### src/rtl/hazard_unit.sv
// Hazard scoreboard and forwarding selector for the five-stage MIPS core.
// Define HAZARD_FWD_EN for full forwarding; otherwise selects tie to 0 and any in-flight E/M writer stalls.
module hazard_unit #(
  parameter int STALL_CNT_W = 16
) (
  input  logic                   clk,
  input  logic                   reset,
  input  logic                   d_valid,
  input  logic [4:0]             d_rs,
  input  logic [4:0]             d_rt,
  input  logic [2:0]             d_tuse_rs,
  input  logic [2:0]             d_tuse_rt,
  input  logic [2:0]             d_tnew,
  input  logic [4:0]             d_dst,
  output logic                   stall,
  output logic [1:0]             d_fwd_rs,
  output logic [1:0]             d_fwd_rt,
  output logic [1:0]             e_fwd_rs,
  output logic [1:0]             e_fwd_rt,
  output logic                   m_fwd_rt,
  output logic [STALL_CNT_W-1:0] stall_count
);

  typedef struct packed {
    logic [4:0] dst;
    logic [2:0] tnew;
    logic [4:0] rs;
    logic [4:0] rt;
  } entry_t;

  localparam logic [STALL_CNT_W-1:0] CNT_ONE = STALL_CNT_W'(1);

  entry_t                 e_q, m_q, w_q;
  entry_t                 e_d, m_d, w_d;
  logic [STALL_CNT_W-1:0] cnt_q, cnt_d;
  logic                   rs_block, rt_block;
  logic                   unused_state;

  function automatic logic [2:0] sat0_dec(input logic [2:0] t);
    return (t == 3'd0) ? 3'd0 : t - 3'd1;
  endfunction

  function automatic logic [STALL_CNT_W-1:0] cnt_sat_inc(input logic [STALL_CNT_W-1:0] c,
                                                         input logic inc);
    return (inc && (c != '1)) ? c + CNT_ONE : c;
  endfunction

  function automatic logic reg_match(input logic [4:0] src, input logic [4:0] dst);
    return (src != 5'd0) && (dst == src);
  endfunction

`ifdef HAZARD_FWD_EN
  // The youngest matching producer decides; a not-ready one blocks older stages.
  function automatic logic [1:0] d_select(input logic [4:0] src,
                                          input logic [4:0] e_dst, input logic [2:0] e_tnew,
                                          input logic [4:0] m_dst, input logic [2:0] m_tnew,
                                          input logic [4:0] w_dst);
    if (reg_match(src, e_dst)) return (e_tnew == 3'd0) ? 2'd1 : 2'd0;
    if (reg_match(src, m_dst)) return (m_tnew == 3'd0) ? 2'd2 : 2'd0;
    if (reg_match(src, w_dst)) return 2'd3;
    return 2'd0;
  endfunction

  function automatic logic [1:0] e_select(input logic [4:0] src,
                                          input logic [4:0] m_dst, input logic [2:0] m_tnew,
                                          input logic [4:0] w_dst);
    if (reg_match(src, m_dst)) return (m_tnew == 3'd0) ? 2'd1 : 2'd0;
    if (reg_match(src, w_dst)) return 2'd2;
    return 2'd0;
  endfunction
`endif

  always_comb begin
    rs_block = 1'b0;
    rt_block = 1'b0;
`ifdef HAZARD_FWD_EN
    rs_block = (reg_match(d_rs, e_q.dst) && (e_q.tnew > d_tuse_rs)) ||
               (reg_match(d_rs, m_q.dst) && (m_q.tnew > d_tuse_rs));
    rt_block = (reg_match(d_rt, e_q.dst) && (e_q.tnew > d_tuse_rt)) ||
               (reg_match(d_rt, m_q.dst) && (m_q.tnew > d_tuse_rt));
`else
    rs_block = reg_match(d_rs, e_q.dst) || reg_match(d_rs, m_q.dst);
    rt_block = reg_match(d_rt, e_q.dst) || reg_match(d_rt, m_q.dst);
`endif
    stall = d_valid && (((d_tuse_rs < 3'd4) && rs_block) ||
                        ((d_tuse_rt < 3'd4) && rt_block));
  end

  always_comb begin
    d_fwd_rs = 2'd0;
    d_fwd_rt = 2'd0;
    e_fwd_rs = 2'd0;
    e_fwd_rt = 2'd0;
    m_fwd_rt = 1'b0;
`ifdef HAZARD_FWD_EN
    d_fwd_rs = d_select(d_rs, e_q.dst, e_q.tnew, m_q.dst, m_q.tnew, w_q.dst);
    d_fwd_rt = d_select(d_rt, e_q.dst, e_q.tnew, m_q.dst, m_q.tnew, w_q.dst);
    e_fwd_rs = e_select(e_q.rs, m_q.dst, m_q.tnew, w_q.dst);
    e_fwd_rt = e_select(e_q.rt, m_q.dst, m_q.tnew, w_q.dst);
    m_fwd_rt = reg_match(m_q.rt, w_q.dst);
`endif
  end

  // Shadow pipeline advance: M and W always move, E takes a bubble on stall.
  always_comb begin
    w_d      = m_q;
    w_d.tnew = 3'd0;
    m_d      = e_q;
    m_d.tnew = sat0_dec(e_q.tnew);
    e_d      = '0;
    if (d_valid && !stall) begin
      e_d.dst  = d_dst;
      e_d.tnew = sat0_dec(d_tnew);
      e_d.rs   = d_rs;
      e_d.rt   = d_rt;
    end
    cnt_d = cnt_sat_inc(cnt_q, stall);
  end

  always_ff @(posedge clk) begin
    if (reset) begin
      e_q   <= '0;
      m_q   <= '0;
      w_q   <= '0;
      cnt_q <= '0;
    end else begin
      e_q   <= e_d;
      m_q   <= m_d;
      w_q   <= w_d;
      cnt_q <= cnt_d;
    end
  end

  // Some entry fields are only consumed in one build configuration.
  assign unused_state = ^{e_q, m_q, w_q};
  assign stall_count  = cnt_q;

endmodule

### config.mk
export PLATFORM = sky130hd
export DESIGN_NAME = hazard_unit
export DESIGN_NICKNAME = d
export VERILOG_FILES = /design/src/rtl/hazard_unit.sv
export SDC_FILE = /design/constraint.sdc
export NUM_CORES = 1
export LEC_CHECK = 0
export ABC_CLOCK_PERIOD_IN_PS = 2200
export CAP_MARGIN = 25
export CORE_MARGIN = 2
export CORE_UTILIZATION = 44
export CTS_BUF_LIST = sky130_fd_sc_hd__clkbuf_16
export DETAILED_ROUTE_END_ITERATION = 12
export PLACE_DENSITY = 0.79
export SLEW_MARGIN = 25
export SYNTH_ARGS = -nofsm -noshare
export SYNTH_HDL_FRONTEND = slang
export SYNTH_SLANG_ARGS = --single-unit
### constraint.sdc
create_clock -name clk -period 2.2 [get_ports clk]
set_input_delay 0.44 -clock clk [delete_from_list [all_inputs] [get_ports clk]]
set_output_delay 0.44 -clock clk [all_outputs]
set_load 0.01 [all_outputs]
==> summary.md <==
| Metric | Value |
|---|---|
| Placement Cell Area | `1890 um^2` |
| Root Buffer | `clkbuf_16` |
| Hold Crit Endpoint | `stall_count[14]$_SDFFE_PP0P_` |
| DRC viols | `0` |
| Final setup fails | `0` |
| Initial antenna violation count | `0` |
| Yosys cell types | `36` |
| Cell Chain, Critical Path | `dlygate4sd2_1 -> nor3_2 -> a21oi_1 -> and2_1 -> a22oi_2 -> inv_1 -> clkbuf_2` |
| Tot GR Track Use | `17.3%` |
| H-tree depth | `1` |
| Ys flop type | `dfxtp_1` |
| Io pins | `53` |
| Fmax | `0.485 GHz` |
| Antenna Cells | `0` |
| Largest net degree at the start of global routing | `29` |
| Synth warnings | `0` |
| Max-cap violations | `0` |
| Ys async rst share | `0%` |
| CTS buffer count | `3` |
| Die ar. | `3840 um^2` |
| Worst R2R End | `stall_count[13]$_SDFFE_PP0P_` |
| Clk buf depth | `2` |
| Placed Cells | `253` |
| Final ANT Viol Nets | `0` |
| Power Dens Cells | `511 nW/um^2` |
| CP max stage cell | `dlygate4sd2_1` |
| Number of flops mapped to enable cells by yosys | `0` |
| Die Y | `62.0 um` |
| Register area share after synthesis | `35.2%` |
| Hold Path Depth | `2` |
| Vias in the first global route | `1175` |
| Fin nets | `241` |
| Max incr delay on CP | `0.28 ns` |
| Hold_buf cts | `0` |
| CP max FO | `3` |
| Worst EP arrival | `1.62 ns` |
| Final Cell Area | `1960 um^2` |
| Routed WL | `3.21 mm` |
| Post-Syn Area per Cell | `8.74 um^2` |
| Worst hold path class | `flop to flop` |
| Worst-skew pair later-pin latency | `0.26 ns` |
| VDD IR max | `0.399 mV` |
| Final design utilization | `59.8%` |
| Reg-to-reg slack, setup | `0.25 ns` |
| Clk sinks | `26` |
| Area of the core | `3280 um^2` |
| Crit end category | `primary output` |
| Layout cell share with drive strength beyond 1 | `11.4%` |
| Worst Reg-to-Reg Cells | `7` |
| Initial Util | `45.0%` |
| Drt first-iter violations | `88` |
| Fin. Hold Viols | `0` |
| Cell row count | `21` |
| Slew Limit Fails | `0` |
| R2R Path Start | `e_q[17]$_SDFF_PP0_` |
| Tmin final | `2.06 ns` |
| Fill cell count | `309` |
| CTS tree | `done` |
| First-pass GRT wire length | `4.97 mm` |
| Final Cycle Share | `93.8%` |
| Area Growth Syn to Fin | `32.9%` |
| Critical path required time | `1.76 ns` |
| Status | `complete, no violations` |
| PortBufs | `36` |
| Leak | `0.665 nW` |
| Post-Syn Area | `1480 um^2` |
| HP Start | `stall_count[14]$_SDFFE_PP0P_` |
| Startpoint class of the critical path | `primary input` |
| Detailed-placement wirelength estimate | `2.40 mm` |
| Clock Skew | `0.00770 ns` |
| RePlAce Congestion | `0.832` |
| Chip width | `62.0 um` |
| Synthesized flop and latch total | `26` |
| GRT Residual Overflow | `0` |
| DR WL/cell | `12.5 um` |
| RSZ-0062 raised after global routing | `false` |
| Via density | `5.23` |
| Fin cells | `257` |
| Vias post-DR | `1344` |
| TritonRoute pass-1 iters | `4` |
| Critical path class | `primary input to primary output` |
| Clock transition at path regs | `0.06 ns` |
| Syn Inst Count | `169` |
==> kinds of logic after synthesis <==
logic type	count (synthesis)	synth area share (%)
compound gates	36	16.3
xor+xnor	20	11.9
fa+ha+maj	1	0.847
buf+inv	19	8.30
flops	26	35.2
mux	1	0.762
other cells	1	0.254
simple gates	65	26.4
==> worst max-delay path: cells and delay by family <==
kind | cells | cell delay (ns)
buffers and inverters | 3 | 0.49
AO/OA/AOI/OAI | 2 | 0.32
AND/OR/NAND/NOR | 2 | 0.37
==> final cells by class <==
type / instances / area (um^2) / area share, %
repair buffers: 47 / 425 / 21.7
multi-input cells: 132 / 875 / 44.5
well taps: 46 / 57.6 / 2.93
clock buffers: 3 / 75.1 / 3.82
flip-flops and latches: 26 / 520 / 26.5
inverters: 3 / 11.3 / 0.573
==> cells in the mapped netlist, drive strengths merged, types with 2 or more instances <==
master  instances  area share (%)
a21oi          17             5.8
and2            7             3.0
and3            2            0.85
buf            14             7.0
clkbuf          2            0.51
dfxtp          26              35
inv             3            0.76
nand2          11             2.8
nand3          10             3.7
nor2            7             1.8
nor2b           6             2.5
nor3            3             1.4
o21ai           3             1.0
o22ai           2             1.7
o31ai           8             4.1
o41ai           3             1.8
or3             3             1.3
or4             7             3.6
or4b            3             2.0
xnor2          20              12
==> where the power goes <==
part | leakage [nW] | internal (mW) | total (mW) | switching, mW
Sequential | 0.211 | 0.478 | 0.486 | 0.00825
Combinational | 0.417 | 0.0662 | 0.122 | 0.0557
Clock | 0.0370 | 0.241 | 0.396 | 0.155
Total | 0.665 | 0.785 | 1.00 | 0.219
==> sequential cells by signal (all words and copies together), names as in the netlist <==
name	flops
m_q	5
e_q	5
stall_count	16
==> per-stage QoR <==
stage / hold slack (ns) / TNS (ns) / total power, mW / worst slack, ns
floorplan: 0.486 / 0 / 0.574 / 0.377
global placement: 0.482 / -4.08 / 0.622 / -0.430
detailed placement: 0.490 / -4.49 / 0.624 / -0.448
CTS: 0.498 / 0 / 1.01 / 0.0391
global route: 0.522 / 0 / 1.04 / 0.0302
finish: 0.490 / 0 / 1.00 / 0.137
==> worst max path at each step <==
stage                                         endpoint  slack (ns)  cells after the start  startpoint
after floorplan           stall_count[10]$_SDFFE_PP0P_        0.38                      7     d_rt[4]
after global placement                           stall       -0.43                      7     d_rt[1]
after detailed placement                         stall       -0.45                      7     d_rt[1]
after CTS                                        stall        0.04                      7     d_rt[2]
after global routing                             stall        0.03                      7     d_rt[2]
final                                            stall        0.14                      7     d_rt[2]
==> repair_timing <==
item                                    in CTS  in global routing
endpoints found under the setup margin      12                  1
pin swaps                                    4                  1
buffers inserted                             1                  0
resized for setup                           13                  2
==> layout by cell type (no fill, tap or decap), types with 3 or more instances in the layout <==
cell and instances:
a21oi_1 17, and2_1 7, buf_4 11, clkbuf_16 3, clkdlybuf4s50_1 25, conb_1 9, dfxtp_1 26, dlygate4sd2_1 10
inv_1 3, nand2_1 11, nand3_1 9, nor2_1 7, nor2b_1 6, nor3_2 3, o21ai_0 3, o31ai_1 8
o41ai_1 3, or3_1 3, or4_1 7, or4b_1 3, xnor2_1 20
==> routing by layer <==
layer | GRT usage (%) | wire length (um) | up-vias
met5 | 0 | 0 | -
met4 | 5.47 | 39 | 0
met3 | 3.11 | 109 | 4
met2 | 29.3 | 1590 | 33
met1 | 22.1 | 1470 | 627
li1 | - | - | 680
Note: power is estimated with default switching activity, not from simulation.
